`src/rtl/i2c_regs_pkg.sv`:
```
// i2c_regs_pkg: shared constants for the I2C register block.
// Contents: register index constants, CTRL/STATUS/INT_STAT bit positions,
// and the PRESCALE reset value.
package i2c_regs_pkg;

  localparam logic [2:0] REG_CTRL     = 3'd0;
  localparam logic [2:0] REG_PRESCALE = 3'd1;
  localparam logic [2:0] REG_TXDATA   = 3'd2;
  localparam logic [2:0] REG_RXDATA   = 3'd3;
  localparam logic [2:0] REG_STATUS   = 3'd4;
  localparam logic [2:0] REG_INT_STAT = 3'd5;
  localparam logic [2:0] REG_INT_MASK = 3'd6;

  localparam int CTRL_EN       = 0;
  localparam int CTRL_TX_FLUSH = 1;
  localparam int CTRL_RX_FLUSH = 2;

  localparam int STAT_TX_EMPTY  = 0;
  localparam int STAT_TX_FULL   = 1;
  localparam int STAT_RX_EMPTY  = 2;
  localparam int STAT_RX_FULL   = 3;
  localparam int STAT_CORE_BUSY = 4;
  localparam int STAT_TX_LVL    = 8;
  localparam int STAT_RX_LVL    = 12;

  localparam int INT_NACK     = 0;
  localparam int INT_ARB_LOST = 1;
  localparam int INT_TX_OVF   = 2;
  localparam int INT_RX_OVF   = 3;

  localparam logic [15:0] PRESCALE_RST = 16'h00FF;

endpackage

```
`src/rtl/i2c_sync_fifo.sv`:
```
// i2c_sync_fifo: 8-bit synchronous FIFO with flush.
// Ports: pclk/presetn clock and async active-low reset; push/din write side;
//        pop/dout read side (dout is the current head); flush empties the FIFO;
//        full/empty/level status; overflow pulses when a push is dropped.
// DEPTH must be a power of two (2, 4 or 8) so the pointers wrap naturally.
module i2c_sync_fifo
  import i2c_regs_pkg::*;
#(
  parameter int DEPTH = 4
) (
  input  logic                     pclk,
  input  logic                     presetn,
  input  logic                     push,
  input  logic [7:0]               din,
  input  logic                     pop,
  input  logic                     flush,
  output logic [7:0]               dout,
  output logic                     full,
  output logic                     empty,
  output logic [$clog2(DEPTH):0]   level,
  output logic                     overflow
);

  localparam int AW = $clog2(DEPTH);
  localparam logic [AW:0] LVL_MAX = (AW+1)'(DEPTH);

  logic [7:0]    mem [DEPTH];
  logic [AW-1:0] wr_ptr;
  logic [AW-1:0] rd_ptr;
  logic          do_push;
  logic          do_pop;

  assign full  = (level == LVL_MAX);
  assign empty = (level == '0);
  assign dout  = mem[rd_ptr];

  // A pop on a full FIFO frees the slot the concurrent push lands in.
  // Flush beats both and suppresses the overflow event.
  assign do_pop   = pop && !empty && !flush;
  assign do_push  = push && (!full || do_pop) && !flush;
  assign overflow = push && full && !do_pop && !flush;

  always_ff @(posedge pclk or negedge presetn) begin
    if (!presetn) begin
      wr_ptr <= '0;
      rd_ptr <= '0;
      level  <= '0;
    end else if (flush) begin
      wr_ptr <= '0;
      rd_ptr <= '0;
      level  <= '0;
    end else begin
      if (do_push) wr_ptr <= wr_ptr + AW'(1);
      if (do_pop)  rd_ptr <= rd_ptr + AW'(1);
      case ({do_push, do_pop})
        2'b10:   level <= level + 1'b1;
        2'b01:   level <= level - 1'b1;
        default: level <= level;
      endcase
    end
  end

  always_ff @(posedge pclk) begin
    if (do_push) mem[wr_ptr] <= din;
  end

endmodule

```
`src/rtl/i2c_regs.sv`:
```
// i2c_regs: register file between the bus interface unit and the I2C core.
// Bus side:  wr_en/rd_en strobes, reg_addr, byte_en, ipwdata, iprdata (comb).
// Core side: core_en, prescale, TX FIFO head (tx_data/tx_valid/tx_pop),
//            RX FIFO input (rx_data/rx_push/rx_full), core_busy, event pulses,
//            registered intr.
// Build option: define I2C_REGS_INTR_EN to include INT_STAT/INT_MASK and intr;
// without it those registers read 0, events are dropped and intr is 0.
module i2c_regs
  import i2c_regs_pkg::*;
#(
  parameter int FIFO_DEPTH = 4
) (
  input  logic        pclk,
  input  logic        presetn,
  input  logic        wr_en,
  input  logic        rd_en,
  input  logic [2:0]  reg_addr,
  input  logic [3:0]  byte_en,
  input  logic [31:0] ipwdata,
  output logic [15:0] iprdata,
  output logic        core_en,
  output logic [15:0] prescale,
  output logic [7:0]  tx_data,
  output logic        tx_valid,
  input  logic        tx_pop,
  input  logic [7:0]  rx_data,
  input  logic        rx_push,
  output logic        rx_full,
  input  logic        core_busy,
  input  logic        ev_nack,
  input  logic        ev_arb_lost,
  output logic        intr
);

  localparam int LW = $clog2(FIFO_DEPTH) + 1;

  logic          wr_ctrl, wr_pre, wr_tx;
  logic          tx_flush, rx_flush, rx_pop;
  logic          tx_empty, tx_full, rx_empty;
  logic          tx_ovf, rx_ovf;
  logic [LW-1:0] tx_level, rx_level;
  logic [7:0]    rx_head;
  logic [15:0]   status;
  logic [3:0]    int_stat, int_mask;
  logic          unused_bus;

  assign wr_ctrl  = wr_en && (reg_addr == REG_CTRL) && byte_en[0];
  assign wr_pre   = wr_en && (reg_addr == REG_PRESCALE);
  assign wr_tx    = wr_en && (reg_addr == REG_TXDATA) && byte_en[0];
  assign tx_flush = wr_ctrl && ipwdata[CTRL_TX_FLUSH];
  assign rx_flush = wr_ctrl && ipwdata[CTRL_RX_FLUSH];
  assign rx_pop   = rd_en && (reg_addr == REG_RXDATA);
  assign tx_valid = !tx_empty;

  assign unused_bus = ^{ipwdata[31:16], byte_en[3:2]};

  always_ff @(posedge pclk or negedge presetn) begin
    if (!presetn) begin
      core_en  <= 1'b0;
      prescale <= PRESCALE_RST;
    end else begin
      if (wr_ctrl)               core_en        <= ipwdata[CTRL_EN];
      if (wr_pre && byte_en[0])  prescale[7:0]  <= ipwdata[7:0];
      if (wr_pre && byte_en[1])  prescale[15:8] <= ipwdata[15:8];
    end
  end

  i2c_sync_fifo #(.DEPTH(FIFO_DEPTH)) u_tx_fifo (
    .pclk     (pclk),
    .presetn  (presetn),
    .push     (wr_tx),
    .din      (ipwdata[7:0]),
    .pop      (tx_pop),
    .flush    (tx_flush),
    .dout     (tx_data),
    .full     (tx_full),
    .empty    (tx_empty),
    .level    (tx_level),
    .overflow (tx_ovf)
  );

  i2c_sync_fifo #(.DEPTH(FIFO_DEPTH)) u_rx_fifo (
    .pclk     (pclk),
    .presetn  (presetn),
    .push     (rx_push),
    .din      (rx_data),
    .pop      (rx_pop),
    .flush    (rx_flush),
    .dout     (rx_head),
    .full     (rx_full),
    .empty    (rx_empty),
    .level    (rx_level),
    .overflow (rx_ovf)
  );

`ifdef I2C_REGS_INTR_EN
  logic [3:0] int_evt, int_w1c;

  assign int_evt = {rx_ovf, tx_ovf, ev_arb_lost, ev_nack};
  assign int_w1c = (wr_en && (reg_addr == REG_INT_STAT) && byte_en[0]) ? ipwdata[3:0] : 4'h0;

  // Set has priority over clear so a same-cycle event is never lost.
  // intr is computed from the registered INT_STAT, giving one cycle of latency.
  always_ff @(posedge pclk or negedge presetn) begin
    if (!presetn) begin
      int_stat <= 4'h0;
      int_mask <= 4'h0;
      intr     <= 1'b0;
    end else begin
      int_stat <= (int_stat & ~int_w1c) | int_evt;
      if (wr_en && (reg_addr == REG_INT_MASK) && byte_en[0]) int_mask <= ipwdata[3:0];
      intr <= |(int_stat & int_mask);
    end
  end
`else
  logic unused_evt;

  assign unused_evt = ^{ev_nack, ev_arb_lost, tx_ovf, rx_ovf};
  assign int_stat   = 4'h0;
  assign int_mask   = 4'h0;
  assign intr       = 1'b0;
`endif

  always_comb begin
    status                       = 16'h0000;
    status[STAT_TX_EMPTY]        = tx_empty;
    status[STAT_TX_FULL]         = tx_full;
    status[STAT_RX_EMPTY]        = rx_empty;
    status[STAT_RX_FULL]         = rx_full;
    status[STAT_CORE_BUSY]       = core_busy;
    status[STAT_TX_LVL +: 4]     = 4'(tx_level);
    status[STAT_RX_LVL +: 4]     = 4'(rx_level);
  end

  always_comb begin
    iprdata = 16'h0000;
    case (reg_addr)
      REG_CTRL:     iprdata = {15'h0000, core_en};
      REG_PRESCALE: iprdata = prescale;
      REG_RXDATA:   iprdata = rx_empty ? 16'h0000 : {8'h00, rx_head};
      REG_STATUS:   iprdata = status;
      REG_INT_STAT: iprdata = {12'h000, int_stat};
      REG_INT_MASK: iprdata = {12'h000, int_mask};
      default:      iprdata = 16'h0000;
    endcase
  end

endmodule

```
`config.mk`:
```
export PLATFORM = sky130hd
export DESIGN_NAME = i2c_regs
export DESIGN_NICKNAME = d
export VERILOG_FILES = /design/src/rtl/i2c_regs_pkg.sv /design/src/rtl/i2c_sync_fifo.sv /design/src/rtl/i2c_regs.sv
export SDC_FILE = /design/constraint.sdc
export NUM_CORES = 1
export LEC_CHECK = 0
export ABC_AREA = 0
export CAP_MARGIN = 10
export CORE_UTILIZATION = 50
export CTS_BUF_LIST = sky130_fd_sc_hd__clkbuf_16
export CTS_CLUSTER_DIAMETER = 120
export DETAILED_ROUTE_END_ITERATION = 7
export PLACE_DENSITY = 0.89
export SYNTH_ARGS = -nofsm -noshare
export SYNTH_HDL_FRONTEND = slang
export SYNTH_HIERARCHICAL = 1
export SYNTH_SLANG_ARGS = --single-unit
export TNS_END_PERCENT = 100
```
`constraint.sdc`:
```
create_clock -name pclk -period 2.8 [get_ports pclk]
set_input_delay 0.56 -clock pclk [delete_from_list [all_inputs] [get_ports pclk]]
set_output_delay 0.56 -clock pclk [all_outputs]
set_load 0.01 [all_outputs]
```
==> summary.txt, run 1 <==
outcome = complete, but fails checks
failing checks = setup timing
setup violators final = 1
via density per instance = 5.74
worst-margin pin slew = 553 ps
Setup Skew = 7.56 ps
Residual DRC = 0
Slew Viols, Final = 0
critical path class = in2out
largest net degree at the start of global routing = 32
relative slew slack = 62.6%
CTS Sinks = 95
Reg2Reg Setup Slack = 540 ps
crit-path max FO = 4
worst reg2reg path startpoint = u_tx_fifo/level[1]$_DFFE_PN0P_
vias in the first global route = 3003
Tot GR Track Use = 23.8%
CP max-delay cell = clkdlybuf4s50_1
Core Util, Final = 69.6%
max-cap violations = 0
root buf cell = clkbuf_16
Sw Share = 30.3%
total power = 5.12 mW
Syn Std Cell Area = 0.00445 mm^2
setup TNS = -4.76 ps
CP Cell Sequence = clkdlybuf4s50_1 > and4bb_4 > buf_4 > a222oi_1 > inv_1 > dlygate4sd2_1
crit path DAT = 2240 ps
slowest stage delay, CP = 520 ps
largest buffer count on any clock path = 2
CTS HTree Levels = 3
Critical Path Source = reg_addr[2]
final worst slack = -4.76 ps
Final min period = 2800 ps
GPL Wtd Cong = 0.840
sequential share of power = 39.9%
CTS tree = done
Reg area = 0.00271 mm^2
WP buf/inv = 4
Final HPWL DP = 6.98 mm
Nets = 480
dpl cells = 505
Tcrit/Tclk final = 100%
Routed WL = 10.5 mm
cell family with most CP delay = buffers and inverters
ANT nets after route = 0
multi-input logic area = 0.00158 mm^2
iteration count of the initial detailed-routing pass = 6
Chip Width = 96.3 um
# rows = 34
RSZ-0062 raised after global routing = true
post-synthesis average cell area = 15.1 um^2
initial antenna violation count = 0
initial drt markers = 235
fin cells = 527
Final Hold Vio Count = 0
Reg2Reg Depth = 7
CP Depth = 6
clock share of power = 26.4%
CTS buffer count = 9
Worst Setup End Kind = primary output
global route total overflow = 0
combinational share of power = 33.8%
I/O Buffers = 78
global-route wire length before repair = 15.8 mm
FILL cells = 542
Die Area = 0.00928 mm^2
data required time at the worst endpoint = 2240 ps
IO Pins = 100
Worst R2R End = u_tx_fifo/level[1]$_DFFE_PN0P_
layout cells sized above 1 = 29.6%
crit path launch type = input port
Switch Pwr = 1.55 mW
# diodes = 0
CP endpoint = iprdata[4]
maximum vdd drop = 0.365 mV
vias = 3025
Synth Warn # = 6
P_int = 3.57 mW
FMAX = 357 MHz
clk slew on worst S/H paths = 70 ps
Worst Hold Class = reg2reg
PwrDens = 848 mW/mm^2
Lkg Pwr = 2.46 nW
Syn Inst Count = 295
area delta synth->final = 35.8%
Hold WS = 535 ps
core footprint = 0.00868 mm^2
Die Y-Extent = 96.3 um
Synthesized Nets = 361
clock latency on the worst-skew pair = 340 ps
detailed-route wire length per cell = 19.9 um
Initial Util = 51.3%
[cell usage in the layout (no fill, tap or decap), types with 4 or more instances in the layout]
cell type,n
nor3_1,4
dfstp_2,8
o21ai_0,7
nor2_1,10
nand3_1,6
dfrtp_1,20
dlymetal6s2s_1,8
buf_4,45
ha_1,8
clkbuf_16,9
inv_1,14
mux4_2,16
a22o_1,9
buf_12,5
mux2_2,19
clkdlybuf4s50_1,60
a21oi_1,8
edfxtp_1,64
xor2_1,8
dlygate4sd2_1,8
and2_1,16
[final cells by class]
class / count / share of cell area [%]
well taps: 108 / 2.24
clock buffers: 9 / 3.73
flip-flops and latches: 95 / 44.9
repair buffers: 128 / 20.3
clock inverters: 7 / 1.80
inverters: 14 / 0.870
multi-input cells: 166 / 26.2
[worst min-delay path by stage]
stage / start / to / slack [ps] / cells after the start
finish: prescale[11]$_DFFE_PN0P_ / prescale[11]$_DFFE_PN0P_ / 540 / 1
global route: prescale[11]$_DFFE_PN0P_ / prescale[11]$_DFFE_PN0P_ / 560 / 1
CTS: prescale[13]$_DFFE_PN0P_ / prescale[13]$_DFFE_PN0P_ / 540 / 1
detailed placement: prescale[13]$_DFFE_PN0P_ / prescale[13]$_DFFE_PN0P_ / 520 / 1
global placement: prescale[15]$_DFFE_PN0P_ / prescale[15]$_DFFE_PN0P_ / 500 / 1
floorplan: presetn / core_en$_DFFE_PN0N_ / 260 / 0
[layer usage]
layer / wire length [um] / track usage [%] / share of wire, %
met2: 5530 / 40.2 / 53
met5: 0 / 0 / 0
met3: 433 / 3.87 / 4.1
met4: 395 / 15.8 / 3.8
met1: 4140 / 28.0 / 39
[power by group through the flow]
| stage | logic [mW] | registers, mW | clock network (mW) |
|---|---|---|---|
| after floorplan | 1.02 | 1.93 | 0 |
| after global placement | 1.59 | 2.03 | 0 |
| after detailed placement | 1.65 | 2.07 | 0 |
| after CTS | 1.72 | 2.03 | 1.37 |
| after global routing | 1.87 | 2.07 | 1.43 |
| final | 1.73 | 2.04 | 1.35 |
[flip-flops by register name, indices dropped and copies added (netlist names)]
signal,count
prescale,16
u_rx_fifo/level,3
u_tx_fifo/rd_ptr,2
u_tx_fifo/wr_ptr,2
u_tx_fifo/mem,32
u_rx_fifo/mem,32
u_rx_fifo/rd_ptr,2
core_en,1
u_tx_fifo/level,3
u_rx_fifo/wr_ptr,2
[timing repair]
action,in CTS,in global routing
gates resized for setup,13,13
setup endpoints to repair,14,19
setup buffers,3,3
hold buffers,0,0
pin swaps,2,2
[through the flow]
step | cell area, um^2 | setup WS, ps
2_1_floorplan | 4450 | 200
3_3_place_gp | 5630 | -117
5_1_grt | 6040 | -47.2
4_1_cts | 5990 | 4.30
3_5_place_dp | 5630 | -148
6_report | 6040 | -4.76
No activity file was read; power rests on OpenSTA's default activity.
==> inputs of run 2 (changes only) <==
--- a/config.mk
+++ b/config.mk
@@ -11,6 +11,7 @@
 export CTS_BUF_LIST = sky130_fd_sc_hd__clkbuf_16
 export CTS_CLUSTER_DIAMETER = 120
 export DETAILED_ROUTE_END_ITERATION = 7
+export GPL_ROUTABILITY_DRIVEN = 0
 export PLACE_DENSITY = 0.89
 export SYNTH_ARGS = -nofsm -noshare
 export SYNTH_HDL_FRONTEND = slang
==> results of run 2 <==
Same layout as run 1: the final DEF is identical, and so are final timing and power.
==> inputs of run 3 (changes only) <==
--- a/config.mk
+++ b/config.mk
@@ -5,14 +5,14 @@
 export SDC_FILE = /design/constraint.sdc
 export NUM_CORES = 1
 export LEC_CHECK = 0
-export ABC_AREA = 0
+export ABC_AREA = 1
 export CAP_MARGIN = 10
-export CORE_UTILIZATION = 50
+export CORE_UTILIZATION = 51
 export CTS_BUF_LIST = sky130_fd_sc_hd__clkbuf_16
 export CTS_CLUSTER_DIAMETER = 120
 export DETAILED_ROUTE_END_ITERATION = 7
 export GPL_ROUTABILITY_DRIVEN = 0
-export PLACE_DENSITY = 0.89
+export PLACE_DENSITY = 0.91
 export SYNTH_ARGS = -nofsm -noshare
 export SYNTH_HDL_FRONTEND = slang
 export SYNTH_HIERARCHICAL = 1
==> summary.txt, run 3 <==
outcome = completed
detailed-route wire length per cell = 15.7 um
Switch Pwr = 1.80 mW
PwrDens = 846 mW/mm^2
Syn Std Cell Area = 0.00448 mm^2
Place WS = -89.4 ps
Tot GR Track Use = 24.8%
Chip Width = 95.7 um
layout cells sized above 1 = 18.8%
slowest stage delay, CP = 540 ps
vias = 3628
iteration count of the initial detailed-routing pass = 5
root buf cell = clkbuf_16
Die Y-Extent = 95.7 um
Reg area = 0.00271 mm^2
crit-path max FO = 7
Final HPWL DP = 7.54 mm
total power = 5.06 mW
global route total overflow = 0
core footprint = 0.00834 mm^2
Worst Hold Class = reg2reg
Syn Inst Count = 443
setup violators final = 0
Worst Hold Depth = 2
data required time at the worst endpoint = 2240 ps
design area = 0.00599 mm^2
# diodes = 0
clock share of power = 23.0%
global-route wire length before repair = 16.7 mm
via density per instance = 5.35
Slew Viols, Final = 0
Post-CTS Hold Buffers = 0
commonest non-fill, non-tap cells in the layout = 107 x nand2_1, 66 x clkdlybuf4s50_1, 64 x edfxtp_1
crit path launch type = input port
I/O Buffers = 78
Worst Setup End Kind = primary output
Placed Area = 0.00564 mm^2
CTS Sinks = 95
maximum vdd drop = 0.556 mV
Tcrit/Tclk final = 98.6%
Synthesized Nets = 509
Reg2Reg Depth = 11
sequential share of power = 39.9%
post-synthesis average cell area = 10.1 um^2
multi-input logic area = 0.00152 mm^2
clk slew on worst S/H paths = 60 ps
CP Cell Sequence = clkdlybuf4s50_1 > nand2_1 > nor2_4 > buf_4 > nand3_1 > nand2_1 > clkdlybuf4s50_1
critical path class = in2out
CTS tree = done
Nets = 634
initial drt markers = 281
largest buffer count on any clock path = 2
area delta synth->final = 33.7%
Setup Skew = 6.02 ps
P_int = 3.27 mW
Die Area = 0.00916 mm^2
combinational share of power = 37.1%
FILL cells = 551
Residual DRC = 0
vias in the first global route = 3507
clock latency on the worst-skew pair = 340 ps
Sw Share = 35.4%
Synth Warn # = 6
max-cap violations = 0
Initial Util = 53.7%
Routed WL = 10.6 mm
CTS buffer count = 9
Final Hold Vio Count = 0
initial antenna violation count = 0
# rows = 33
CTS HTree Levels = 3
ANT nets after route = 0
biggest regs = u_rx_fifo/mem (32), u_tx_fifo/mem (32), prescale (16)
Final min period = 2760 ps
final worst slack = 40.3 ps
crit path DAT = 2200 ps
CP max-delay cell = clkdlybuf4s50_1
largest net degree at the start of global routing = 32
FMAX = 362 MHz
IO Pins = 100
most common cell after layout, fill and taps aside = nand2_1
Lkg Pwr = 2.66 nW
==> run 3: path summary, 6_finish.rpt <==
path	startpoint	end	slack, ps
setup / recovery	reg_addr[1]	iprdata[6]	40
hold / removal	prescale[0]$_DFFE_PN1P_	prescale[0]$_DFFE_PN1P_	490
setup reg to reg	u_tx_fifo/level[0]$_DFFE_PN0P_	u_tx_fifo/level[2]$_DFFE_PN0P_	900
hold reg to reg	prescale[0]$_DFFE_PN1P_	prescale[0]$_DFFE_PN1P_	490
max in group asynchronous	presetn	prescale[7]$_DFFE_PN1P_	1850
min in group asynchronous	presetn	u_rx_fifo/wr_ptr[1]$_DFFE_PN0P_	620
==> run 3: metal layers <==
layer  track usage, %  vias up  part of all wire, %
met5                0        -                    0
met4             9.45        0                  1.9
met3             5.69       21                  6.5
met2             44.6      151                   54
met1             28.8     1730                   38
li1                 -     1726                    -
==> run 3: critical path, delay by kind of cell <==
kind	cells	cell delay, ps
buffers and inverters	3	1220
and+or+nand+nor	4	410
==> run 3: area by class of cell <==
cell class | instances | share of cell area, %
inverter | 48 | 3.11
sequential | 95 | 45.2
clock inverter | 6 | 0.627
timing repair buffer | 124 | 19.3
multi-input combinational | 290 | 25.4
clock buffer | 10 | 4.18
tap | 105 | 2.19
==> run 3: through the flow <==
step / hold WS (ps) / TNS [ps] / utilization [%] / cells
2_1_floorplan: 264 / 0 / - / 443
4_1_cts: 486 / 0 / 71.0 / 673
3_5_place_dp: 472 / -624 / 67.7 / 657
6_report: 485 / 0 / 71.8 / 678
5_1_grt: 499 / -23.8 / 71.8 / 678
3_3_place_gp: 464 / -311 / 67.7 / 657
==> run 3: timing repair <==
action / CTS / global route
endpoints found under the setup margin: 11 / 10
gates resized for setup: 6 / 11
pin swaps: 0 / 2
hold endpoints to repair: 0 / 0
gates cloned: 0 / 0
setup buffers: 0 / 5
==> run 3: power groups by stage <==
stage | logic (mW) | registers (mW) | clock network (mW)
floorplan | 1.09 | 1.98 | 0
global placement | 1.72 | 2.02 | 0
detailed placement | 1.83 | 2.04 | 0
CTS | 1.84 | 2.01 | 1.18
global route | 2.08 | 2.06 | 1.23
finish | 1.88 | 2.02 | 1.17
